===== src/rtl/gcd_engine.sv =====
// GCD engine: control FSM and datapath for WIDTH-bit unsigned operands.
// MODE 0 uses repeated subtraction (Euclid); MODE 1 uses binary shift/subtract (Stein).
module gcd_engine #(
    parameter int WIDTH = 10,
    parameter int MODE  = 0,
    parameter int CNT_W = 16
) (
    input  logic             clk,
    input  logic             reset,
    input  logic             start,
    input  logic [WIDTH-1:0] in_a,
    input  logic [WIDTH-1:0] in_b,
    output logic             busy,
    output logic             done,
    output logic [WIDTH-1:0] res,
    output logic             zero_err,
    output logic [CNT_W-1:0] cycles
);

    localparam int K_W = $clog2(WIDTH) + 1;

    typedef enum logic [1:0] {
        S_IDLE = 2'd0,
        S_CALC = 2'd1,
        S_DONE = 2'd2
    } state_t;

    state_t           state_q, state_d;
    logic [WIDTH-1:0] a_q, a_d;
    logic [WIDTH-1:0] b_q, b_d;
    logic [K_W-1:0]   k_q, k_d;
    logic [CNT_W-1:0] cnt_q, cnt_d;
    logic [WIDTH-1:0] res_q, res_d;
    logic             zero_err_q, zero_err_d;
    logic [CNT_W-1:0] cycles_q, cycles_d;

    logic             any_zero;
    logic             both_zero;
    logic             ab_equal;
    logic [CNT_W-1:0] cnt_inc;

    assign any_zero  = (in_a == '0) || (in_b == '0);
    assign both_zero = (in_a == '0) && (in_b == '0);
    assign ab_equal  = (a_q == b_q);
    assign cnt_inc   = (&cnt_q) ? cnt_q : cnt_q + 1'b1;

    always_ff @(posedge clk) begin
        if (reset) begin
            state_q    <= S_IDLE;
            a_q        <= '0;
            b_q        <= '0;
            k_q        <= '0;
            cnt_q      <= '0;
            res_q      <= '0;
            zero_err_q <= 1'b0;
            cycles_q   <= '0;
        end else begin
            state_q    <= state_d;
            a_q        <= a_d;
            b_q        <= b_d;
            k_q        <= k_d;
            cnt_q      <= cnt_d;
            res_q      <= res_d;
            zero_err_q <= zero_err_d;
            cycles_q   <= cycles_d;
        end
    end

    always_comb begin
        state_d = state_q;
        case (state_q)
            S_IDLE: begin
                if (start) state_d = any_zero ? S_DONE : S_CALC;
            end
            S_CALC: begin
                if (ab_equal) state_d = S_DONE;
            end
            S_DONE:  state_d = S_IDLE;
            default: state_d = S_IDLE;
        endcase
    end

    // Datapath: result, error flag and cycle count only move on entry to DONE.
    always_comb begin
        a_d        = a_q;
        b_d        = b_q;
        k_d        = k_q;
        cnt_d      = cnt_q;
        res_d      = res_q;
        zero_err_d = zero_err_q;
        cycles_d   = cycles_q;
        case (state_q)
            S_IDLE: begin
                if (start) begin
                    a_d   = in_a;
                    b_d   = in_b;
                    k_d   = '0;
                    cnt_d = '0;
                    if (any_zero) begin
                        res_d      = in_a | in_b;
                        zero_err_d = both_zero;
                        cycles_d   = '0;
                    end
                end
            end
            S_CALC: begin
                cnt_d = cnt_inc;
                if (ab_equal) begin
                    res_d      = (MODE == 1) ? (a_q << k_q) : a_q;
                    zero_err_d = 1'b0;
                    cycles_d   = cnt_inc;
                end else if (MODE == 1) begin
                    if (!a_q[0] && !b_q[0]) begin
                        a_d = a_q >> 1;
                        b_d = b_q >> 1;
                        k_d = k_q + 1'b1;
                    end else if (!a_q[0]) begin
                        a_d = a_q >> 1;
                    end else if (!b_q[0]) begin
                        b_d = b_q >> 1;
                    end else if (a_q > b_q) begin
                        a_d = a_q - b_q;
                    end else begin
                        b_d = b_q - a_q;
                    end
                end else begin
                    if (a_q > b_q) a_d = a_q - b_q;
                    else           b_d = b_q - a_q;
                end
            end
            default: begin
            end
        endcase
    end

    always_comb begin
        busy     = (state_q != S_IDLE);
        done     = (state_q == S_DONE);
        res      = res_q;
        zero_err = zero_err_q;
        cycles   = cycles_q;
    end

endmodule

===== config.mk =====
export PLATFORM = sky130hd
export DESIGN_NAME = gcd_engine
export DESIGN_NICKNAME = d
export VERILOG_FILES = /design/src/rtl/gcd_engine.sv
export SDC_FILE = /design/constraint.sdc
export NUM_CORES = 1
export LEC_CHECK = 0
export ABC_AREA = 0
export CORE_MARGIN = 1
export CORE_UTILIZATION = 35
export CTS_CLUSTER_SIZE = 12
export DETAILED_ROUTE_END_ITERATION = 10
export GPL_ROUTABILITY_DRIVEN = 0
export MAX_ROUTING_LAYER = met4
export PLACE_DENSITY = 0.65
export SYNTH_ARGS = -nofsm -noshare
export SYNTH_HDL_FRONTEND = slang
export SYNTH_SLANG_ARGS = --single-unit

===== constraint.sdc =====
create_clock -name clk -period 2.5 [get_ports clk]
set_clock_uncertainty 0.15 [all_clocks]
set_input_delay 0.25 -clock clk [delete_from_list [all_inputs] [get_ports clk]]
set_output_delay 0.25 -clock clk [all_outputs]
set_load 0.005 [all_outputs]

## After elaboration in Yosys (flattened, before gate mapping)

Index checks and enable logic that the tools add are counted.

- RAM bits: 0
- ROM bits: 0
- Latch bits: 0
- Flip-flop bits (word level): 65
- Memories kept: 0

- Shift operators: 0
- Mux-type cells: 27
- Order comparisons: 1
- $mul: 0
- Reductions and logical operators: 13
- Bitwise logic cells: 1
- Divide/modulo/power cells: 0
- Eq/ne operators: 9
- $add $sub $neg: 3

Operator list:

| cell | count |
|---|---|
| 10-bit 2-to-1 mux | 9 |
| 16-bit 2-to-1 mux | 5 |
| 16-bit case mux with 2 select lines | 2 |
| 10-bit case mux with 2 select lines | 3 |
| 10-bit logical NOT | 2 |
| 10-bit subtractor | 2 |
| 16-bit by 1-bit adder with 16-bit output (second input constant) | 1 |
| 16-bit AND reduction | 1 |
| 2-bit inequality test (second input constant) | 6 |
| 4-bit AND reduction | 3 |
| 10-bit == test | 1 |
| 10-bit > comparator | 1 |
| 10-bit bitwise OR | 1 |
| 2-bit 2-to-1 mux | 3 |
| 2-bit case mux with 2 select lines | 1 |
| 2-bit AND reduction | 2 |
| 2-bit nonzero test | 2 |
| 1-bit 2-to-1 mux | 3 |
| 2-bit by 1-bit == test with 1-bit output (second input constant) | 1 |
| 2-bit == test (second input constant) | 1 |
| 2-bit logical NOT | 1 |
| 1-bit case mux with 2 select lines | 1 |
| 1-bit logical AND | 1 |
| 1-bit logical OR | 1 |

## Longest topological paths before layout

- Depth in word-level cells: 5
- Mapped depth: 10

## Worst setup path after synthesis

OpenSTA, ideal clock, no wires.

- Path kind: flip-flop to flip-flop
- Start: reg a_q[0]
- End: reg b_q[9]
- Data required time: 2.226 ns
- Path slack: -0.044 ns
- Arrival time: 2.271 ns
- Path buffers: 1
- Library setup time: 0.124 ns
- Cell stages (with the launch flop): 11
- Cell sequence: dfxtp_1 > inv_1 > ha_1 > fa_1 > nand2b_1 > a211oi_1 > o21ai_0 > a21oi_2 > buf_4 > mux2i_1 > o21ai_0

- Longest elaborated chain between the ends: 4
- Elaborated cells on any way between the ends: 9

Ends and longest elaborated chain:

| item | RTL line | source |
|---|---|---|
| from (decl) | 29 | `logic [WIDTH-1:0] a_q, a_d;` |
| from (signal assigned) | 50 | `a_q <= '0;` |
| from (signal assigned) | 59 | `a_q <= a_d;` |
| 10-bit subtractor | 128 | `else b_d = b_q - a_q;` |
| 10-bit 2-to-1 mux | 127 | `if (a_q > b_q) a_d = a_q - b_q;` |
| 10-bit 2-to-1 mux | 108 | `if (ab_equal) begin` |
| 10-bit case mux with 2 select lines | 92 | `case (state_q)` |
| to (signal assigned) | 51 | `b_q <= '0;` |
| to (signal assigned) | 60 | `b_q <= b_d;` |
| to (decl) | 30 | `logic [WIDTH-1:0] b_q, b_d;` |

Parallel ways exist; a longest one is shown, timed or not. The select of a mux whose other input is x is not followed.
A chain may end at the register's enable or synchronous reset.

## Worst setup path in the final report

- Start: reg a_q[0]
- End: reg a_q[9]

- Longest elaborated chain between the ends: 4
- Elaborated cells on any way between the ends: 9

Ends and longest elaborated chain:

| item | RTL line |
|---|---|
| 10-bit subtractor | 127 |
| 10-bit 2-to-1 mux | 127 |
| 10-bit 2-to-1 mux | 108 |
| 10-bit case mux with 2 select lines | 92 |

Parallel ways exist; a longest one is shown, timed or not. The select of a mux whose other input is x is not followed.

==> impl_metrics.py <==
metrics = {
    "status": {
        "status": "finished clean",
    },
    "setup_path": {
        "critical_path_buf_inv_count": 2,
        "crit_arrival_ps": 2540,
        "critPathMaxStageDelay_ps": 460,
        "cp_max_fo": 6,
        "worstSetupPathType": "register to register",
        "path_cells": "inv_1 > ha_2 > fa_2 > nand2b_4 > a21oi_2 > a2111o_1 > a21oi_4 > buf_12 > a21oi_1 > a221oi_2",
        "crit_slowest_cell": "a2111o_1",
        "cp-start-kind": "register",
        "required_ps": 2590,
        "critical_path.top_delay_family": "compound AO/OA/AOI/OAI gates",
        "end_kind": "register",
    },
    "logic_synthesis": {
        "ys_types": 65,
        "ys.flop_type": "dfxtp_1",
        "synth_cells": 516,
        "synth_edf_count": 0,
        "yosysSeqAreaShare_pct": 31.73,
        "async_flop_share_pct": 0,
        "synth_seq_cells": 65,
        "mappedNetlistArea_um2": 4101,
        "syn_area_per_cell_um2": 7.949,
        "yosys_warnings": 0,
        "syn-num-nets": 561,
    },
    "power": {
        "p_seq_share_pct": 20.9,
        "p_sw_share_pct": 41.18,
        "leakage_nw": 2.086,
        "switchingPower_mw": 2.593,
        "p_int_mw": 3.704,
        "power_frac_clock_pct": 21.7,
        "vdd_ir_drop_max_mv": 0.4304,
        "pwr-share-comb_pct": 57.4,
        "p_per_area_nw_per_um2": 1132,
    },
    "finish": {
        "nets": 644,
        "final_cell_mix": "63 x dfxtp_1, 53 x nor2_1, 53 x a21oi_1, 52 x nand2_1, 50 x clkdlybuf4s50_1",
        "areaGrowthSynthToFinish_pct": 35.63,
        "diodes": 0,
        "drive_above_1_share_pct": 19.70,
        "fin_cells": 747,
        "fin_util_pct": 48.72,
        "final_common_cell": "dfxtp_1",
    },
    "routing": {
        "drt_pass1_iterations": 4,
        "ant_nets": 0,
        "drc_errors": 0,
        "viasPerCell": 5.491,
        "detail_route.wl_per_cell_um": 15.68,
        "drt-initial-drc-count": 145,
        "route.vias.total": 4102,
        "routed_wl_um": 11710,
    },
    "clocking": {
        "clk_latency_ps": 330,
        "cts_hold_buf": 0,
        "cts_tree": "done",
        "clock-sinks": 65,
        "clk_pin_slew_ps": 60,
        "cts_root_buf": "clkbuf_16",
        "h-tree-depth": 3,
        "cts_buffer_depth": 2,
        "numCtsBuffers": 9,
    },
    "die": {
        "core_um2": 11420,
        "initial_utilization_pct": 35.92,
        "io_pins": 52,
        "num_rows": 39,
        "die_w_um": 110.3,
        "dieArea_um2": 12160,
        "die_height_um": 110.3,
    },
    "timing": {
        "fmax_ghz": 0.4095,
        "timing.setup.tns_ps": 0,
        "hold_ws_ps": 295.3,
        "tightest_slew_ps": 697.5,
        "setup_viol": 0,
        "slew_viol_final": 0,
        "min_period_ps": 2442,
        "finalCritPeriodShare_pct": 97.67,
        "relSlewSlack_pct": 53.50,
        "timing.final.ws_setup_ps": 58.16,
        "hold_violations": 0,
    },
    "global_route": {
        "grt_pass1_wl_um": 19100,
        "antenna_found_initial": 0,
        "grt_max_degree": 48,
        "grt-ovfl-total": 0,
        "grt_usage_pct": 20.83,
        "grt_pass1_vias": 3934,
    },
    "flow_run": {
        "maxCapViolCount": 0,
    },
    "hold_path": {
        "hold_path.class": "input port to register",
    },
    "placed_design": {
        "pre_cts_slack_ps": -152.1,
        "dpl.hpwl_um": 8514,
        "port-buffer-count": 51,
        "dp.cells": 729,
    },
}
-- cell type report --
cell class / instances / area, um2
Fill cell: 1086 / 5856
Multi-Input combinational cell: 390 / 2709
Sequential cell: 65 / 1304
Timing Repair Buffer: 102 / 935.9
Clock buffer: 9 / 225.2
Tap cell: 143 / 178.9
Inverter: 31 / 116.4
Clock inverter: 7 / 93.84
-- through the flow --
stage | instance area (um2) | power, mW
floorplan | 4110 | 3.482
global placement | 5047 | 4.425
detailed placement | 5047 | 4.453
CTS | 5408 | 5.935
global route | 5563 | 6.710
finish | 5563 | 6.296
-- worst paths after layout --
path | startpoint | to | slack [ps] | cells past startpoint
setup reg to reg | a_q[0] | a_q[9] | 60 | 10
hold reg to reg | cycles[6] | cycles[6] | 300 | 2
hold / removal | reset | res[6] | 300 | 2
setup / recovery | a_q[0] | a_q[9] | 60 | 10
-- timing repair --
action	4_1_cts	5_1_grt
setup buffers	0	2
pin swaps	2	17
endpoints found under the setup margin	17	29
resized for setup	8	31
-- power by group through the flow --
stage                     logic [mW]  registers, mW  clock network, mW
after floorplan                 2.18           1.30                  0
after global placement          3.11           1.31                  0
final                           3.62           1.31               1.37
after CTS                       3.25           1.30               1.38
after detailed placement        3.13           1.32                  0
after global routing            3.94           1.33               1.44
-- registers in the layout (all words and copies together), names as in the netlist --
name / count
zero_err: 1
a_q: 10
cycles: 16
res: 10
b_q: 10
cnt_q: 16
state_q: 2
-- cells in the mapped netlist (all sizes together) (2+ instances only) --
library cell	n	area, um2
or3	6	42.54
xor2	9	78.83
a31oi	5	31.28
o21a	5	37.54
o41ai	3	33.79
ha	20	250.2
o2111ai	2	17.52
o21bai	3	22.52
nor2	56	210.2
a21o	6	45.04
fa	2	40.04
nand2b	2	12.51
mux2i	5	50.05
a311oi	3	26.28
inv	31	116.4
a22oi	2	15.01
nand3b	8	60.06
nand4	3	18.77
a221oi	4	35.03
o21ai	22	113.9
buf	11	65.05
and3	3	18.77
or2	3	18.77
xnor2	7	61.31
nand3	14	82.58
a21oi	57	296.5
o311ai	2	35.04
nor4	8	95.09
or4	6	52.55
o211ai	3	22.52
nand2	53	198.9
clkbuf	19	71.32
dfxtp	65	1301
a211oi	26	240.2
nor2b	5	31.28
nor3	18	90.09
o31ai	3	22.52
and2	2	15.02
nor3b	3	22.52
-- worst register-to-register path, stage by stage, from the launching register on --
cell and delay [ps]:
dfxtp_2 330, inv_1 80, ha_2 220, fa_2 230
nand2b_4 160, a21oi_2 70, a2111o_1 460, a21oi_4 220
buf_12 140, a21oi_1 50, a221oi_2 250
-- logic make-up (layout without fill, tap and decap cells) --
| logic type | after synthesis | after routing | share of synthesized area, % |
|---|---|---|---|
| flops | 65 | 65 | 31.73 |
| fa+ha+maj | 22 | 22 | 7.078 |
| xor+xnor | 16 | 16 | 3.417 |
| buf+inv | 61 | 149 | 6.162 |
| simple gates | 192 | 192 | 24.07 |
| compound gates | 155 | 155 | 26.33 |
| mux | 5 | 5 | 1.220 |
-- layer usage --
metal	share of wire, %	GRT usage [%]
met2	51	34.87
met5	0	-
met4	2.4	8.177
met1	43	25.13
met3	3.9	3.116
Note: power is estimated with default switching activity, not from simulation.
